### config.mk
export PLATFORM = sky130hd
export DESIGN_NAME = key_conditioner_flat
export DESIGN_NICKNAME = d
export VERILOG_FILES = /design/src/rtl/key_conditioner_if.sv /design/src/rtl/key_conditioner.sv /design/src/flat_wrapper.sv
export SDC_FILE = /design/constraint.sdc
export NUM_CORES = 1
export LEC_CHECK = 0
export ABC_AREA = 1
export BUFFER_PORTS_ARGS = -buffer_cell sky130_fd_sc_hd__buf_2
export CELL_PAD_IN_SITES_DETAIL_PLACEMENT = 2
export CELL_PAD_IN_SITES_GLOBAL_PLACEMENT = 2
export CORE_UTILIZATION = 35
export CTS_CLUSTER_SIZE = 20
export DETAILED_ROUTE_END_ITERATION = 6
export PLACE_DENSITY = 0.79
export SYNTH_ARGS = -nofsm -noshare
export SYNTH_HDL_FRONTEND = slang
export SYNTH_SLANG_ARGS = --single-unit
export TNS_END_PERCENT = 100
### constraint.sdc
create_clock -name clk -period 2.25 [get_ports clk]
set_input_delay 0.45 -clock clk [delete_from_list [all_inputs] [get_ports clk]]
set_output_delay 0.45 -clock clk [all_outputs]
set_load 0.02 [all_outputs]
### src/rtl/key_conditioner_if.sv
// Key conditioner signal bundle: raw active-low key in, conditioned events out.
// The conditioner takes the slave view; the board/bench side takes the master view.
interface key_conditioner_if;
  logic key_n;
  logic pulse;
  logic held;
  logic repeating;

  modport master (output key_n, input pulse, input held, input repeating);
  modport slave  (input key_n, output pulse, output held, output repeating);
endinterface

### src/rtl/key_conditioner.sv
// Push-button conditioner: 2-flop sync, press/release debounce, one pulse per press
// plus optional auto-repeat pulses while held.
//
// state          | meaning
// ---------------|-----------------------------------------------------------
// S_IDLE         | key released and debounced; waiting for key_s low
// S_PRESS_WAIT   | key_s low; counting toward an accepted press
// S_HOLD         | press accepted; counting the initial repeat delay
// S_REPEAT       | auto-repeating; pulse every REPEAT_PERIOD cycles
// S_RELEASE_WAIT | key_s high while held; counting toward an accepted release
module key_conditioner #(
  parameter int DEB_CYCLES    = 1_000_000,
  parameter int REPEAT_DELAY  = 25_000_000,
  parameter int REPEAT_PERIOD = 5_000_000,
  parameter bit REPEAT_EN     = 1'b1
) (
  input  logic            clk,
  input  logic            rst,
  key_conditioner_if.slave kif
);

  localparam int MAX_A = (DEB_CYCLES > REPEAT_DELAY) ? DEB_CYCLES : REPEAT_DELAY;
  localparam int MAX_C = (MAX_A > REPEAT_PERIOD) ? MAX_A : REPEAT_PERIOD;
  localparam int CW    = $clog2(MAX_C);

  localparam logic [CW-1:0] DEB_TC  = CW'(DEB_CYCLES - 1);
  localparam logic [CW-1:0] RD_TC   = CW'(REPEAT_DELAY - 1);
  localparam logic [CW-1:0] RP_TC   = CW'(REPEAT_PERIOD - 1);
  localparam logic [CW-1:0] CNT_MAX = {CW{1'b1}};

  typedef enum logic [2:0] {
    S_IDLE,
    S_PRESS_WAIT,
    S_HOLD,
    S_REPEAT,
    S_RELEASE_WAIT
  } state_t;

  state_t          state, state_nxt;
  logic [CW-1:0]   cnt, cnt_nxt;
  logic [1:0]      sync_q;
  logic            key_s;
  logic            pulse_q, held_q, rep_q;
  logic            pulse_nxt, held_nxt, rep_nxt;

  assign key_s = sync_q[1];

  always_ff @(posedge clk or negedge rst) begin
    if (!rst) begin
      sync_q <= 2'b11;
    end else begin
      sync_q <= {sync_q[0], kif.key_n};
    end
  end

  always_ff @(posedge clk or negedge rst) begin
    if (!rst) begin
      state   <= S_IDLE;
      cnt     <= '0;
      pulse_q <= 1'b0;
      held_q  <= 1'b0;
      rep_q   <= 1'b0;
    end else begin
      state   <= state_nxt;
      cnt     <= cnt_nxt;
      pulse_q <= pulse_nxt;
      held_q  <= held_nxt;
      rep_q   <= rep_nxt;
    end
  end

  // A key_s change always takes priority over a terminal count in the same cycle.
  always_comb begin
    state_nxt = state;
    cnt_nxt   = cnt + CW'(1);
    case (state)
      S_IDLE: begin
        cnt_nxt = '0;
        if (!key_s) state_nxt = S_PRESS_WAIT;
      end
      S_PRESS_WAIT: begin
        if (key_s)              state_nxt = S_IDLE;
        else if (cnt == DEB_TC) state_nxt = S_HOLD;
      end
      S_HOLD: begin
        if (key_s) begin
          state_nxt = S_RELEASE_WAIT;
        end else if (REPEAT_EN) begin
          if (cnt == RD_TC) state_nxt = S_REPEAT;
        end else if (cnt == CNT_MAX) begin
          cnt_nxt = cnt;
        end
      end
      S_REPEAT: begin
        if (key_s)             state_nxt = S_RELEASE_WAIT;
        else if (cnt == RP_TC) cnt_nxt = '0;
      end
      S_RELEASE_WAIT: begin
        if (!key_s)             state_nxt = S_HOLD;
        else if (cnt == DEB_TC) state_nxt = S_IDLE;
      end
      default: state_nxt = S_IDLE;
    endcase
    if (state_nxt != state) cnt_nxt = '0;
  end

  always_comb begin
    pulse_nxt = 1'b0;
    if (state == S_PRESS_WAIT && state_nxt == S_HOLD) pulse_nxt = 1'b1;
    if (state == S_HOLD && state_nxt == S_REPEAT)     pulse_nxt = 1'b1;
    if (state == S_REPEAT && state_nxt == S_REPEAT && cnt == RP_TC) pulse_nxt = 1'b1;
    held_nxt = (state_nxt == S_HOLD) || (state_nxt == S_REPEAT) ||
               (state_nxt == S_RELEASE_WAIT);
    rep_nxt  = (state_nxt == S_REPEAT);
  end

  assign kif.pulse     = pulse_q;
  assign kif.held      = held_q;
  assign kif.repeating = rep_q;

endmodule

### src/flat_wrapper.sv
// flat-port wrapper written by rule: the top's interface ports become plain ports
module key_conditioner_flat 
#(
  parameter int DEB_CYCLES    = 1_000_000,
  parameter int REPEAT_DELAY  = 25_000_000,
  parameter int REPEAT_PERIOD = 5_000_000,
  parameter bit REPEAT_EN     = 1'b1
)
  (clk, rst, kif_key_n, kif_pulse, kif_held, kif_repeating);
  key_conditioner_if kif_i ();
  input  logic clk;
  input  logic rst;
  input wire logic [$bits(kif_i.key_n)-1:0] kif_key_n;
  output wire logic [$bits(kif_i.pulse)-1:0] kif_pulse;
  output wire logic [$bits(kif_i.held)-1:0] kif_held;
  output wire logic [$bits(kif_i.repeating)-1:0] kif_repeating;
  assign kif_i.key_n = kif_key_n;
  assign kif_pulse = kif_i.pulse;
  assign kif_held = kif_i.held;
  assign kif_repeating = kif_i.repeating;
  key_conditioner #(.DEB_CYCLES(DEB_CYCLES), .REPEAT_DELAY(REPEAT_DELAY), .REPEAT_PERIOD(REPEAT_PERIOD), .REPEAT_EN(REPEAT_EN)) u_core (.clk(clk), .rst(rst), .kif(kif_i));
endmodule
==> summary.log, run 1 <==
INFO  yosys          yosysMostFrequentCell=sky130_fd_sc_hd__nand2_1
INFO  clock_tree     cts_buffer_depth=2
INFO  floorplan      chipHeight=81.3um
INFO  route          drt-initial-drc-count=78
INFO  placement      numPortBuffers=5
INFO  sta            timing_hold_violations_final=0
INFO  yosys          netlist_instances=320
INFO  critical_path  worstPathArrival=2170ps
INFO  sta            worst_slew_pin_tran=781ps
INFO  floorplan      placement_rows=28
INFO  run            cap_viol_max_count=0
INFO  floorplan      die_width=81.3um
INFO  clock_tree     cts_buffers=5
INFO  global_routing antenna_found_initial=0
INFO  sta            period_minus_slack=2000ps
INFO  route          detail_route.wirelength=7.19mm
INFO  yosys          synth_enable_flop_cells=0
INFO  sta            rsz0062_at_grt=false
INFO  power_and_ir_drop power.density=882nW/um^2
INFO  yosys          avgSynthCellArea=6.88um^2
INFO  yosys          synth_top_cell_area_share=0.352
INFO  placement      placed_area=2330um^2
INFO  sta            final-setup-viol-count=0
INFO  finish         final_net_count=337
INFO  global_routing vias_in_the_first_global_route=2405
INFO  critical_path  critical_path_class=flop to flop
INFO  critical_path  cp_max_fo=25
INFO  clock_tree     cts-htree-levels=2
INFO  route          final_antenna_net_count=0
INFO  clock_tree     clock_sink_count=33
INFO  critical_path  timing.critical_path.max_delay_family=simple AND/OR/NAND/NOR gates
INFO  sta            setup_total_negative_slack=0ps
INFO  floorplan      fp.coreArea=5990um^2
INFO  yosys          netlist.top_cell.by_area=sky130_fd_sc_hd__dfrtp_1
INFO  hold_path      hold_path_class=primary input to asynchronous set/reset pin
INFO  sta            max_freq=499MHz
INFO  critical_path  setup.reg_to_reg.worst_slack=250ps
INFO  clock_tree     cts.root.buffer_cell=sky130_fd_sc_hd__clkbuf_8
INFO  yosys          synth.cell_area=2200um^2
INFO  clock_tree     cts.clk_slew.worst_paths=70ps
INFO  yosys          synth_sequential_area_ratio=0.376
INFO  sta            fin_crit_sh=0.891
INFO  yosys          synth_area_leaders=sky130_fd_sc_hd__dfrtp_1 (35%), sky130_fd_sc_hd__nand2_1 (13%), sky130_fd_sc_hd__nor2_1 (8.9%)
INFO  route          routed-via-count=2168
INFO  power_and_ir_drop irDropWorstVdd=1.22mV
INFO  floorplan      design.die.area=6610um^2
INFO  sta            maxSlewHeadroom=0.479
INFO  critical_path  crit_buf_inv=1
INFO  finish         final_design_area_no_fill=2430um^2
INFO  global_routing grt_max_degree=34
INFO  critical_path  worst_path_largest_cell_delay=450ps
INFO  yosys          synth_commonest_cells=sky130_fd_sc_hd__nand2_1 (74), sky130_fd_sc_hd__nor2_1 (52), sky130_fd_sc_hd__inv_1 (39), sky130_fd_sc_hd__nand3_1 (33), sky130_fd_sc_hd__dfrtp_1 (31)
INFO  critical_path  critPathCaptureType=flop
INFO  yosys          ys_seq_elements=33
INFO  floorplan      pin_count=6
INFO  placement      hpwl=5.45mm
INFO  sta            finalWorstSetupSlack=246ps
INFO  floorplan      floorplan.initialDensity=0.367
INFO  yosys          synth-main-ff-cell=sky130_fd_sc_hd__dfrtp_1
INFO  clock_tree     clock_latency=290ps
INFO  clock_tree     tritoncts=yes
INFO  route          detail_route.first_pass.iterations=4
INFO  placement      pre_cts_ws=200ps
INFO  yosys          ys.warnings.count=0
INFO  yosys          net_count_after_synthesis=324
INFO  placement      finalWeightedCongestion=0.797
INFO  route          detail_routed_via_count_per_cell=5.30
INFO  global_routing globalRoute.totalOverflow=0
INFO  global_routing grt_first_pass_wirelength=12.1mm
INFO  route          routed_wire_length_per_instance=17.6um
INFO  global_routing track_usage=0.247
INFO  finish         area_delta_synth_final=10.3%
INFO  yosys          synth.lib_cells_used.distinct=27
INFO  critical_path  slowest_stage=sky130_fd_sc_hd__dfrtp_1
INFO  clock_tree     cts-hold-fix-buffers=0
INFO  sta            worst_clock_skew=5.07ps
INFO  power_and_ir_drop leakagePower=1.07nW
INFO  critical_path  worstSetupStartpointType=flop
INFO  critical_path  critical_path.cell_chain=nor2_1 > nand3_1 > nor2_1 > nand2_1 > nand2_1 > nand2_1 > nand2_2 > nand3_1 > nand3_4 > buf_12 > nor2_1
INFO  finish         drive_gt1_frac=0.168
INFO  finish         antenna-diode-count=0
INFO  critical_path  cp.required=2420ps
INFO  status         outcome=finished clean
INFO  yosys          synth-async-reset-ratio=1.00
INFO  sta            number_of_pins_exceeding_their_max_slew_limit_in_the_final_report=0
INFO  route          drc=0
## cell families after synthesis
logic type,share of synthesized area
compound gates,0.0659
xor+xnor,0.00398
fa+ha+maj,0.00568
buf+inv,0.0853
flops,0.376
simple gates,0.463
## layer usage
metal  track usage  routed length (um)  part of all wire  vias to the layer above
li1              -                   -                 -                     1055
met1         0.317                3510              0.49                     1093
met2         0.425                3460              0.48                       13
met3        0.0348                  96             0.013                        7
met4        0.0750                 120             0.017                        0
met5             0                   0                 0                        -
## worst paths after layout
kind                                            start                          to  cells past startpoint
max                          u_core.cnt[20]$_DFF_PN0_    u_core.cnt[24]$_DFF_PN0_                     11
min                                               rst    u_core.cnt[19]$_DFF_PN0_                      1
max reg2reg                  u_core.cnt[20]$_DFF_PN0_    u_core.cnt[24]$_DFF_PN0_                     11
min reg2reg                u_core.sync_q[0]$_DFF_PN1_  u_core.sync_q[1]$_DFF_PN1_                      0
max in group asynchronous                         rst   u_core.state[0]$_DFF_PN0_                      1
min in group clk                            kif_key_n  u_core.sync_q[0]$_DFF_PN1_                      1
## per-stage QoR
step	power [mW]	utilization	cells	hold slack [ps]
6_report	2.14	0.405	409	237
5_1_grt	2.30	0.405	409	251
4_1_cts	2.19	0.404	409	247
3_5_place_dp	1.69	0.389	401	349
3_3_place_gp	1.67	0.389	401	346
2_1_floorplan	1.41	-	320	154
## state kept, by name, indices dropped and copies added, names as in the netlist
name and flops:
u_core.cnt 25, u_core.kif.held 1, u_core.kif.pulse 1, u_core.kif.repeating 1, u_core.state 3, u_core.sync_q 2
## power by group
part	leakage, nW	switching (mW)	internal [mW]
logic	0.574	0.706	0.253
clock network	0.0455	0.232	0.250
registers	0.448	0.0501	0.650
## placed cells by master, fill, tap and decap left out
cell / n
sky130_fd_sc_hd__clkbuf_1: 2
sky130_fd_sc_hd__ha_1: 1
sky130_fd_sc_hd__o21ai_0: 5
sky130_fd_sc_hd__nor2_1: 52
sky130_fd_sc_hd__nor3_1: 9
sky130_fd_sc_hd__nor2_2: 19
sky130_fd_sc_hd__o21ai_1: 1
sky130_fd_sc_hd__nand3_4: 1
sky130_fd_sc_hd__xor2_1: 1
sky130_fd_sc_hd__dfstp_2: 2
sky130_fd_sc_hd__nand4_1: 11
sky130_fd_sc_hd__nor2_4: 4
sky130_fd_sc_hd__buf_2: 5
sky130_fd_sc_hd__buf_4: 3
sky130_fd_sc_hd__inv_1: 39
sky130_fd_sc_hd__nand2_4: 1
sky130_fd_sc_hd__o211ai_1: 5
sky130_fd_sc_hd__nand3_1: 33
sky130_fd_sc_hd__a31o_2: 3
sky130_fd_sc_hd__nor4_1: 1
sky130_fd_sc_hd__dfrtp_1: 31
sky130_fd_sc_hd__nand2_1: 74
sky130_fd_sc_hd__or2_2: 3
sky130_fd_sc_hd__buf_12: 1
sky130_fd_sc_hd__a21oi_1: 9
sky130_fd_sc_hd__clkbuf_8: 6
sky130_fd_sc_hd__inv_2: 3
sky130_fd_sc_hd__o22ai_1: 1
sky130_fd_sc_hd__nand3b_1: 3
sky130_fd_sc_hd__nand2_2: 5
## timing repair
| action | in CTS | in global routing |
|---|---|---|
| setup endpoints to repair | 0 | 4 |
| gates resized for setup | 0 | 1 |
| setup buffers | 0 | 0 |
## cell type report
type                            instances  area, um^2
Fill cell                             732        3560
Multi-Input combinational cell        242        1190
Sequential cell                        33         828
Inverter                               42         158
Tap cell                               75        93.8
Clock buffer                            8        90.1
Timing Repair Buffer                    9        67.6
Note: power is estimated with default switching activity, not from simulation.
==> inputs of run 2 (changes only) <==
- SETUP_SLACK_MARGIN: default -> 0.4
==> summary.log, run 2 (same netlist as run 1, synthesis figures left out) <==
INFO  floorplan      die_width=81.3um
INFO  status         outcome=finished clean
INFO  global_routing track_usage=0.275
INFO  global_routing vias_in_the_first_global_route=2565
INFO  clock_tree     cts_buffers=5
INFO  route          final_antenna_net_count=0
INFO  sta            final-setup-viol-count=0
INFO  run            cap_viol_max_count=0
INFO  power_and_ir_drop p_seq_frac=0.254
INFO  power_and_ir_drop report.power.total=2.80mW
INFO  clock_tree     tritoncts=yes
INFO  finish         area_delta_synth_final=24.9%
INFO  clock_tree     cts.clk_slew.worst_paths=80ps
INFO  floorplan      pin_count=6
INFO  finish         drive_gt1_frac=0.267
INFO  clock_tree     cts-hold-fix-buffers=0
INFO  clock_tree     clock_latency=290ps
INFO  sta            max_freq=507MHz
INFO  hold_path      hold_path_class=primary input to asynchronous set/reset pin
INFO  finish         antenna-diode-count=0
INFO  critical_path  critPathCaptureType=flop
INFO  critical_path  cp_max_fo=6
INFO  power_and_ir_drop swShare=0.468
INFO  sta            maxSlewHeadroom=0.463
INFO  floorplan      design.die.area=6610um^2
INFO  global_routing gr-usage-met2=0.470
INFO  power_and_ir_drop power.density=1020nW/um^2
INFO  global_routing grt_max_degree=34
INFO  placement      finalWeightedCongestion=0.797
INFO  sta            setup_total_negative_slack=0ps
INFO  power_and_ir_drop switching_power=1.31mW
INFO  power_and_ir_drop internal-power=1.49mW
INFO  sta            worst_slew_pin_tran=806ps
INFO  sta            rsz0062_at_grt=true
INFO  sta            holdWs=240ps
INFO  finish         layout.cells.most_common_list=sky130_fd_sc_hd__nand2_1 (71), sky130_fd_sc_hd__nor2_1 (43), sky130_fd_sc_hd__inv_1 (38), sky130_fd_sc_hd__nand3_1 (32), sky130_fd_sc_hd__dfrtp_1 (26)
INFO  floorplan      placement_rows=28
INFO  route          drc=0
INFO  sta            timing_hold_violations_final=0
INFO  global_routing grtUsageMet3=0.0404
INFO  critical_path  critical_path_class=flop to flop
INFO  critical_path  cp.required=2470ps
INFO  finish         largest_register_ffs=25
INFO  finish         mostFrequentLayoutCell=sky130_fd_sc_hd__nand2_1
INFO  floorplan      floorplan.initialDensity=0.367
INFO  critical_path  worstPathArrival=2200ps
INFO  sta            period_minus_slack=1970ps
INFO  route          drt-initial-drc-count=126
INFO  placement      hpwl=5.45mm
INFO  power_and_ir_drop irDropWorstVdd=0.912mV
INFO  finish         final_core_utilization=0.459
INFO  route          detail_routed_via_count_per_cell=5.37
INFO  finish         final_design_area_no_fill=2750um^2
INFO  route          routed_wire_length_per_instance=19.5um
INFO  global_routing antenna_found_initial=0
INFO  global_routing globalRoute.totalOverflow=0
INFO  placement      placed_area=2330um^2
INFO  power_and_ir_drop share_clk_of_total_power=0.174
INFO  clock_tree     cts-htree-levels=2
INFO  global_routing gr-usage-met1=0.348
INFO  route          routed-via-count=2270
INFO  global_routing grt-busiest-layer=met2
INFO  critical_path  worstSetupStartpointType=flop
INFO  floorplan      chipHeight=81.3um
INFO  clock_tree     cts_buffer_depth=2
INFO  sta            fin_crit_sh=0.876
INFO  floorplan      fp.coreArea=5990um^2
INFO  power_and_ir_drop power_frac_comb=0.571
INFO  route          detail_route.first_pass.iterations=4
INFO  route          detail_route.wirelength=8.26mm
INFO  clock_tree     cts.root.buffer_cell=sky130_fd_sc_hd__clkbuf_8
INFO  global_routing grt_first_pass_wirelength=13.2mm
INFO  sta            number_of_pins_exceeding_their_max_slew_limit_in_the_final_report=0
INFO  power_and_ir_drop leakagePower=1.18nW
INFO  finish         layout_top_registers=u_core.cnt: 25 flops, u_core.state: 3 flops, u_core.sync_q: 2 flops
INFO  finish         final_net_count=351
INFO  placement      numPortBuffers=5
INFO  finish         largest_register=u_core.cnt
INFO  sta            worst_clock_skew=7.66ps
INFO  clock_tree     clock_sink_count=33
-- run 2: changes by cell type in the layout (fill, tap and decap cells not counted), sizes merged --
cell    change
clkbuf      +1
buf        +13
-- run 2: cell type report --
class	count	area [um^2]
Clock buffer	8	90.1
Tap cell	75	93.8
Sequential cell	33	835
Fill cell	698	3240
Timing Repair Buffer	23	230
Inverter	42	160
Multi-Input combinational cell	242	1340
-- run 2: repair_timing --
action	4_1_cts	5_1_grt
setup endpoints to repair	25	27
pin swaps	2	3
cloned	2	1
setup buffers	9	2
gates resized for setup	27	19
-- run 2: worst max-delay path, cell delays in order (launching register included) --
cell and delay [ps]:
sky130_fd_sc_hd__dfrtp_1 480, sky130_fd_sc_hd__nor2_4 160, sky130_fd_sc_hd__nand3_1 120, sky130_fd_sc_hd__nor2_1 160, sky130_fd_sc_hd__nand2_1 110, sky130_fd_sc_hd__nand2_1 70
sky130_fd_sc_hd__nand2_1 70, sky130_fd_sc_hd__nand2_2 120, sky130_fd_sc_hd__nand2_4 70, sky130_fd_sc_hd__nand2_4 60, sky130_fd_sc_hd__nand3_4 160, sky130_fd_sc_hd__clkbuf_16 240
sky130_fd_sc_hd__nor2_2 80
-- run 2: final timing paths --
check	from	to	slack, ps	depth (start not counted)
hold / removal	rst	u_core.cnt[19]$_DFF_PN0_	240	1
min in group clk	kif_key_n	u_core.sync_q[0]$_DFF_PN1_	260	1
setup reg to reg	u_core.cnt[21]$_DFF_PN0_	u_core.cnt[4]$_DFF_PN0_	280	12
setup / recovery	u_core.cnt[21]$_DFF_PN0_	u_core.cnt[4]$_DFF_PN0_	280	12
max in group asynchronous	rst	u_core.cnt[16]$_DFF_PN0_	1440	1
hold reg to reg	u_core.sync_q[0]$_DFF_PN1_	u_core.sync_q[1]$_DFF_PN1_	360	0
-- run 2: power groups by stage --
stage / clock (mW) / combinational [mW] / sequential, mW
floorplan: 0 / 0.689 / 0.724
global placement: 0 / 0.956 / 0.711
detailed placement: 0 / 0.981 / 0.710
CTS: 0.504 / 1.39 / 0.708
global route: 0.522 / 1.71 / 0.719
finish: 0.488 / 1.60 / 0.711
-- run 2: layer usage --
layer  share of wire  wire length (um)  vias up
met3           0.014               113       10
met5               0                 0        -
met4           0.022               182        0
li1                -                 -     1086
met1            0.46              3820     1152
met2            0.50              4140       22
-- run 2: through the flow --
step                setup WS [ps]  cells
floorplan                     452    320
global placement              346    401
detailed placement            200    401
CTS                           327    420
global route                  137    423
finish                        278    423
